===== config.mk =====
export PLATFORM = sky130hd
export DESIGN_NAME = or_bist_flat
export DESIGN_NICKNAME = d
export VERILOG_FILES = /design/src/rtl/or_bist_if.sv /design/src/rtl/or_bist.sv /design/src/flat_wrapper.sv
export SDC_FILE = /design/constraint.sdc
export NUM_CORES = 1
export LEC_CHECK = 0
export BUFFER_PORTS_ARGS = -buffer_cell sky130_fd_sc_hd__buf_2
export CORE_MARGIN = 1.5
export CORE_UTILIZATION = 55
export DETAILED_ROUTE_END_ITERATION = 10
export PLACE_DENSITY = 0.87
export SLEW_MARGIN = 20
export SYNTH_ARGS = -nofsm -noshare
export SYNTH_HDL_FRONTEND = slang
export SYNTH_SLANG_ARGS = --single-unit

===== constraint.sdc =====
create_clock -name CLK -period 4.6 [get_ports CLK]
set_input_delay 0.46 -clock CLK [delete_from_list [all_inputs] [get_ports CLK]]
set_output_delay 0.46 -clock CLK [all_outputs]
set_load 0.02 [all_outputs]

===== src/rtl/or_bist_if.sv =====
// Status/stimulus bundle between the OR-gate self-test controller and its environment.
// master = controller side, slave = gate-under-test / status-register side.
interface or_bist_if #(
    parameter int ERR_W = 8
);
    logic             START;
    logic             LOOP;
    logic             C;
    logic             A;
    logic             B;
    logic             BUSY;
    logic             DONE;
    logic             PASS;
    logic [ERR_W-1:0] ERR_COUNT;
    logic [3:0]       FAIL_VEC;

    modport master (
        input  START, LOOP, C,
        output A, B, BUSY, DONE, PASS, ERR_COUNT, FAIL_VEC
    );

    modport slave (
        output START, LOOP, C,
        input  A, B, BUSY, DONE, PASS, ERR_COUNT, FAIL_VEC
    );
endinterface


===== src/rtl/or_bist.sv =====
// Self-test controller for a two-input OR gate: walks {A,B} through 00,01,10,11,
// lets each vector settle, samples C and accumulates mismatch statistics.
module or_bist #(
    parameter int SETTLE_CYCLES = 4,
    parameter int ERR_W         = 8
) (
    input  logic         CLK,
    input  logic         RST_N,
    or_bist_if.master    bus
);

    localparam int                CNT_W    = (SETTLE_CYCLES > 1) ? $clog2(SETTLE_CYCLES) : 1;
    localparam logic [CNT_W-1:0]  CNT_LOAD = CNT_W'(SETTLE_CYCLES - 1);
    localparam logic [ERR_W-1:0]  ERR_MAX  = '1;

    typedef enum logic [1:0] {
        ST_IDLE,
        ST_SETTLE,
        ST_SAMPLE
    } state_t;

    state_t           r_state;
    logic [CNT_W-1:0] r_cnt;
    logic [1:0]       r_idx;
    logic             r_busy;
    logic             r_done;
    logic             r_pass;
    logic [ERR_W-1:0] r_err;
    logic [3:0]       r_fail_vec;

    logic             w_mismatch;
    logic [ERR_W-1:0] w_err_next;
    logic [3:0]       w_fail_next;
    logic [1:0]       w_idx_next;

    // The vector index doubles as the stimulus, so A/B are pure register outputs.
    assign bus.A         = r_idx[1];
    assign bus.B         = r_idx[0];
    assign bus.BUSY      = r_busy;
    assign bus.DONE      = r_done;
    assign bus.PASS      = r_pass;
    assign bus.ERR_COUNT = r_err;
    assign bus.FAIL_VEC  = r_fail_vec;

    // NOTE: continuous assigns cover every bit unconditionally, so no latch can form here.
    assign w_mismatch  = bus.C != (r_idx[1] | r_idx[0]);
    assign w_err_next  = (w_mismatch && (r_err != ERR_MAX)) ? r_err + 1'b1 : r_err;
    assign w_fail_next = r_fail_vec | (4'(w_mismatch) << r_idx);
    assign w_idx_next  = r_idx + 2'd1;

    // NOTE: all state uses non-blocking assignments so every register sees pre-edge values.
    always_ff @(posedge CLK or negedge RST_N) begin
        if (!RST_N) begin
            r_state    <= ST_IDLE;
            r_cnt      <= '0;
            r_idx      <= '0;
            r_busy     <= 1'b0;
            r_done     <= 1'b0;
            r_pass     <= 1'b0;
            r_err      <= '0;
            r_fail_vec <= '0;
        end else begin
            case (r_state)
                ST_IDLE: begin
                    if (bus.START) begin
                        r_err      <= '0;
                        r_fail_vec <= '0;
                        r_done     <= 1'b0;
                        r_pass     <= 1'b0;
                        r_busy     <= 1'b1;
                        r_idx      <= '0;
                        r_cnt      <= CNT_LOAD;
                        r_state    <= ST_SETTLE;
                    end
                end
                ST_SETTLE: begin
                    if (r_cnt == '0) begin
                        r_state <= ST_SAMPLE;
                    end else begin
                        r_cnt <= r_cnt - 1'b1;
                    end
                end
                ST_SAMPLE: begin
                    r_err      <= w_err_next;
                    r_fail_vec <= w_fail_next;
                    // Index 3 wraps to 0 on its own, which is exactly the LOOP behaviour.
                    if ((r_idx != 2'd3) || bus.LOOP) begin
                        r_idx   <= w_idx_next;
                        r_cnt   <= CNT_LOAD;
                        r_state <= ST_SETTLE;
                    end else begin
                        r_busy  <= 1'b0;
                        r_done  <= 1'b1;
                        r_pass  <= (w_err_next == '0);
                        r_state <= ST_IDLE;
                    end
                end
                default: r_state <= ST_IDLE;
            endcase
        end
    end

endmodule


===== src/flat_wrapper.sv =====
// flat-port wrapper written by rule: the top's interface ports become plain ports
module or_bist_flat 
#(
    parameter int SETTLE_CYCLES = 4,
    parameter int ERR_W         = 8
)
  (CLK, RST_N, bus_START, bus_LOOP, bus_C, bus_A, bus_B, bus_BUSY, bus_DONE, bus_PASS, bus_ERR_COUNT, bus_FAIL_VEC);
  or_bist_if #(.ERR_W(ERR_W)) bus_i ();
  input  logic CLK;
  input  logic RST_N;
  input wire logic [$bits(bus_i.START)-1:0] bus_START;
  input wire logic [$bits(bus_i.LOOP)-1:0] bus_LOOP;
  input wire logic [$bits(bus_i.C)-1:0] bus_C;
  output wire logic [$bits(bus_i.A)-1:0] bus_A;
  output wire logic [$bits(bus_i.B)-1:0] bus_B;
  output wire logic [$bits(bus_i.BUSY)-1:0] bus_BUSY;
  output wire logic [$bits(bus_i.DONE)-1:0] bus_DONE;
  output wire logic [$bits(bus_i.PASS)-1:0] bus_PASS;
  output wire logic [$bits(bus_i.ERR_COUNT)-1:0] bus_ERR_COUNT;
  output wire logic [$bits(bus_i.FAIL_VEC)-1:0] bus_FAIL_VEC;
  assign bus_i.START = bus_START;
  assign bus_i.LOOP = bus_LOOP;
  assign bus_i.C = bus_C;
  assign bus_A = bus_i.A;
  assign bus_B = bus_i.B;
  assign bus_BUSY = bus_i.BUSY;
  assign bus_DONE = bus_i.DONE;
  assign bus_PASS = bus_i.PASS;
  assign bus_ERR_COUNT = bus_i.ERR_COUNT;
  assign bus_FAIL_VEC = bus_i.FAIL_VEC;
  or_bist #(.SETTLE_CYCLES(SETTLE_CYCLES), .ERR_W(ERR_W)) u_core (.CLK(CLK), .RST_N(RST_N), .bus(bus_i));
endmodule

Word-level counts from Yosys, hierarchy flattened
Cells that the tools add are included.

word-level totals
  register bits = 21
  logic and storage cells = 60
  output and inout bits = 17
  input bits = 5

cells by class
  bitwise gates (word level) = 2
  mux-type cells = 24
  shift-type cells = 1
  reduce and logical (&&, ||, !) cells = 12
  $add $sub $neg = 3
  eq/ne operators = 10

operator list
  operator                                                                 number
  8-bit 2-to-1 mux                                                         2
  8-bit one-hot mux with 2 select lines                                    1
  2-bit 2-to-1 mux                                                         7
  2-bit one-hot mux with 3 select lines                                    2
  8-bit by 1-bit adder with 8-bit output, second input constant            1
  8-bit zero test                                                          1
  2-bit inequality test, second input constant                             4
  8-bit inequality test, second input constant                             1
  4-bit one-hot mux with 2 select lines                                    1
  1-bit 2-to-1 mux                                                         6
  1-bit one-hot mux with 2 select lines                                    3
  3-bit AND reduction                                                      2
  2-bit zero test                                                          2
  4-bit 2-to-1 mux                                                         1
  2-bit by 1-bit inequality test with 1-bit output, second input constant  2
  4-bit OR                                                                 1
  2-bit one-hot mux with 2 select lines                                    1
  2-bit AND reduction                                                      2
  4-bit AND reduction                                                      1
  1-bit by 2-bit << shifter with 4-bit output                              1
  3-bit nonzero test                                                       1
  2-bit by 1-bit adder with 2-bit output, second input constant            1
  2-bit by 1-bit == test with 1-bit output, second input constant          1
  2-bit == test, second input constant                                     1
  other kinds (6)                                                          6

Logic depth before layout (Yosys ltp)
  depth in word-level cells = 7
  depth in mapped cells = 7
  gate-level depth less buffers = 7

Least setup slack after synthesis
Ideal clock, no wire load.

  kind = reg-to-reg
  start = register u_core.r_idx[0]
  end = register u_core.r_pass (netlist: u_core.bus.PASS)
  setup time = 95 ps
  required time = 4505 ps
  setup slack = 2669 ps
  period minus slack after synthesis = 1931 ps
  arrival time = 1836 ps
  buffers on the path = 0
  cell stages (with the launch flop) = 8
  path through = dfrtp_1 -> inv_1 -> ha_1 -> xnor2_1 -> and2_1 -> a31o_1 -> nand3_1 -> o31ai_1

on the way
  longest elaborated chain between the ends = 7
  elaborated cells between the ends (all ways) = 11
  classes of those cells = 3 x eq/ne; 3 x mux; 1 x bitwise; 4 x reduce/logical

RTL lines
  what                                   line           text
  start: declaration                     or_bist.sv:24  logic [1:0] r_idx;
  start signal: assignment               or_bist.sv:88  r_idx <= w_idx_next;
  1-bit OR                               or_bist.sv:46  assign w_mismatch = bus.C != (r_idx[1] | r_idx[0]);
  1-bit inequality test                  or_bist.sv:46
  1-bit logical AND                      or_bist.sv:47  assign w_err_next = (w_mismatch && (r_err != ERR_MAX)) ? r_err + 1'b1 : r_err;
  8-bit 2-to-1 mux                       or_bist.sv:47
  8-bit zero test                        or_bist.sv:94  r_pass <= (w_err_next == '0);
  1-bit 2-to-1 mux                       or_bist.sv:87  if ((r_idx != 2'd3) || bus.LOOP) begin
  1-bit one-hot mux with 2 select lines  or_bist.sv:63  case (r_state)
  end signal: assignment                 or_bist.sv:94
  end: declaration                       or_bist.sv:27  logic r_pass;

Several ways; a longest one is shown, not always the timed one. The select of a mux whose other input is x is not followed.
A chain may end at the register's enable or synchronous reset.

Worst setup path in the final report
Same ends and word-level chain as after synthesis.

==> metrics.txt <==
total clock sinks 21; fin cells 170; post-route cell area 0.00131 mm2; FF-to-FF setup slack 2.55 ns; Skew-Pair Late Insertion Delay 0.29 ns; Via Count 1051; Mapped Cells 121; VDD IR max 329 uV; Setup-failing EPs final 0; Max clock buf depth 2; Num CTS Buffers 3; MaxCap Viol Count 0; Primary FF master, synth dfrtp_1; Final HPWL DP 1900 um; clk slew on worst S/H paths 0.12 ns; CP Launch Type flip-flop; DR vias/cell 6.18; Top Ports 22; # diodes 0; FMAX 488 MHz; outcome finished clean; CORE AREA 0.00198 mm2; number of global-route vias before repair 1017; Post-Syn Area 0.00116 mm2; share of cells above drive strength 1 0.210; Synth Warn # 0; CP arrival 2.26 ns; depth of the CTS H-tree 1; cell at the root of the clock tree clkbuf_4; worst clock skew 0.00439 ns; fin worst setup slack 2.55 ns; Post-DP Area 0.00129 mm2; Placed Instances 166; Critical R2R Capture u_core.bus.PASS; area grow syn2layout 13.0%; PwrDens 419 mW/mm2; asr flop ratio synth 1.00; worst hold path class in -> async; required time of the critical path 4.81 ns; Slew Limit Fails 0; Worst Tran Pin Value 0.538 ns; EDFF count, synth 0; Fin. Hold Viols 0; Tot Pwr 0.551 mW; RePlAce Congestion 0.875; Synth cell types 39; Buffers on Ports 21; reg2reg path depth 7; final WL 2580 um; number of gates resized after CTS 0; Setup WS pre-CTS 2.61 ns; CP Capture Type flip-flop; DRT Pass-1 Iters 4; cts hold-fix bufs 0; reg2reg start u_core.r_idx[0]; Initial Utilization 0.586; min cycle time layout 2.05 ns; antenna violations before repair 0; ANT nets after route 0; GRT Overall Usage 0.240; Crit Path Category reg -> reg; Setup Buffers After CTS 0; first-pass GRT wire length 4530 um; Mapped Nets 130; row cnt 16; DRT iter0 DRCs 50; commonest cells after routing, fill and taps aside 21 x buf_2, 21 x dfrtp_1, 8 x nand2_1, 8 x nor2_1, 8 x a21oi_1; LEAKAGE 0.630 nW; Die ar. 0.00240 mm2; Tcrit/Tclk final 0.445; register area share after synthesis 0.452; DR WL/cell 15.1 um; layout net count 153; relative slew slack 0.640; RSZ-0062 raised after global routing false; TNS Setup 0 ns; GRT overflow 0; CTS tree built; remaining routing DRC violations 0; chip height 49.0 um; largest net degree at the start of global routing 22; Avg Cell Area, Syn 9.61 um2; Die X 49.0 um; largest fanout on the critical path 8; register bit total from synthesis 21; fillers 174
-- power breakdown --
group          switching, mW  internal (mW)
Clock                 0.0536         0.0337
Combinational          0.130         0.0826
Sequential            0.0367          0.214
-- routing by layer --
| layer | GRT usage | up-vias | part of all wire |
|---|---|---|---|
| met2 | 0.416 | 37 | 0.50 |
| met1 | 0.318 | 517 | 0.43 |
| met3 | 0.0245 | 4 | 0.050 |
| met4 | 0.0714 | 0 | 0.012 |
| li1 | - | 493 | - |
| met5 | 0 | - | 0 |
-- final cells by class --
type	instances	area, um2	area share
Multi-Input combinational cell	92	604	0.460
Sequential cell	21	526	0.400
Timing Repair Buffer	21	105	0.0800
Tap cell	27	33.8	0.0257
Clock buffer	4	26.3	0.0200
Inverter	5	18.8	0.0143
-- how the worst max path moves through the flow --
stage | startpoint | to | slack, ns
after CTS | u_core.r_idx[0] | u_core.bus.PASS | 2.57
final | u_core.r_idx[0] | u_core.bus.PASS | 2.55
after floorplan | u_core.r_idx[0] | u_core.bus.PASS | 2.67
after detailed placement | u_core.r_idx[0] | u_core.bus.PASS | 2.61
after global placement | u_core.r_idx[0] | u_core.bus.PASS | 2.68
after global routing | u_core.r_idx[0] | u_core.bus.PASS | 2.31
-- metrics by stage --
step | hold slack [ns] | util
global route | 0.131 | 0.663
detailed placement | 0.443 | 0.650
finish | 0.0944 | 0.663
global placement | 0.436 | 0.650
CTS | 0.115 | 0.663
floorplan | 0.164 | -
-- kinds of logic after synthesis --
| logic type | share of synthesized area |
|---|---|
| flops | 0.452 |
| simple gates | 0.210 |
| mux | 0.0280 |
| compound gates | 0.224 |
| fa+ha+maj | 0.0431 |
| xor+xnor | 0.0151 |
| buf+inv | 0.0280 |
-- sequential cells by signal, summed over array words and instances (netlist names) --
| signal | cells |
|---|---|
| u_core.bus.DONE | 1 |
| u_core.r_state | 2 |
| u_core.r_cnt | 2 |
| u_core.r_idx | 2 |
| u_core.bus.ERR_COUNT | 8 |
| u_core.bus.BUSY | 1 |
| u_core.bus.FAIL_VEC | 4 |
| u_core.bus.PASS | 1 |
-- worst max-delay path: stages, from the launching register on --
cell and delay, ns:
dfrtp_1 0.50, inv_1 0.10, ha_1 0.24, xor2_1 0.47, a21oi_2 0.13, mux2i_1 0.21
nand3_1 0.09, o31ai_1 0.24
-- synth_stat cells, types with 4 or more instances --
| cell | n | area (um2) |
|---|---|---|
| a21oi_1 | 8 | 40.0 |
| and2_1 | 4 | 25.0 |
| dfrtp_1 | 21 | 526 |
| ha_1 | 4 | 50.1 |
| inv_1 | 5 | 18.8 |
| nand2_1 | 8 | 30.0 |
| nand2b_1 | 4 | 25.0 |
| nand3_1 | 6 | 30.0 |
| nor2_1 | 8 | 30.0 |
| o21ai_0 | 4 | 20.0 |
| o21ai_1 | 6 | 30.0 |
No activity file was read; power rests on OpenSTA's default activity.
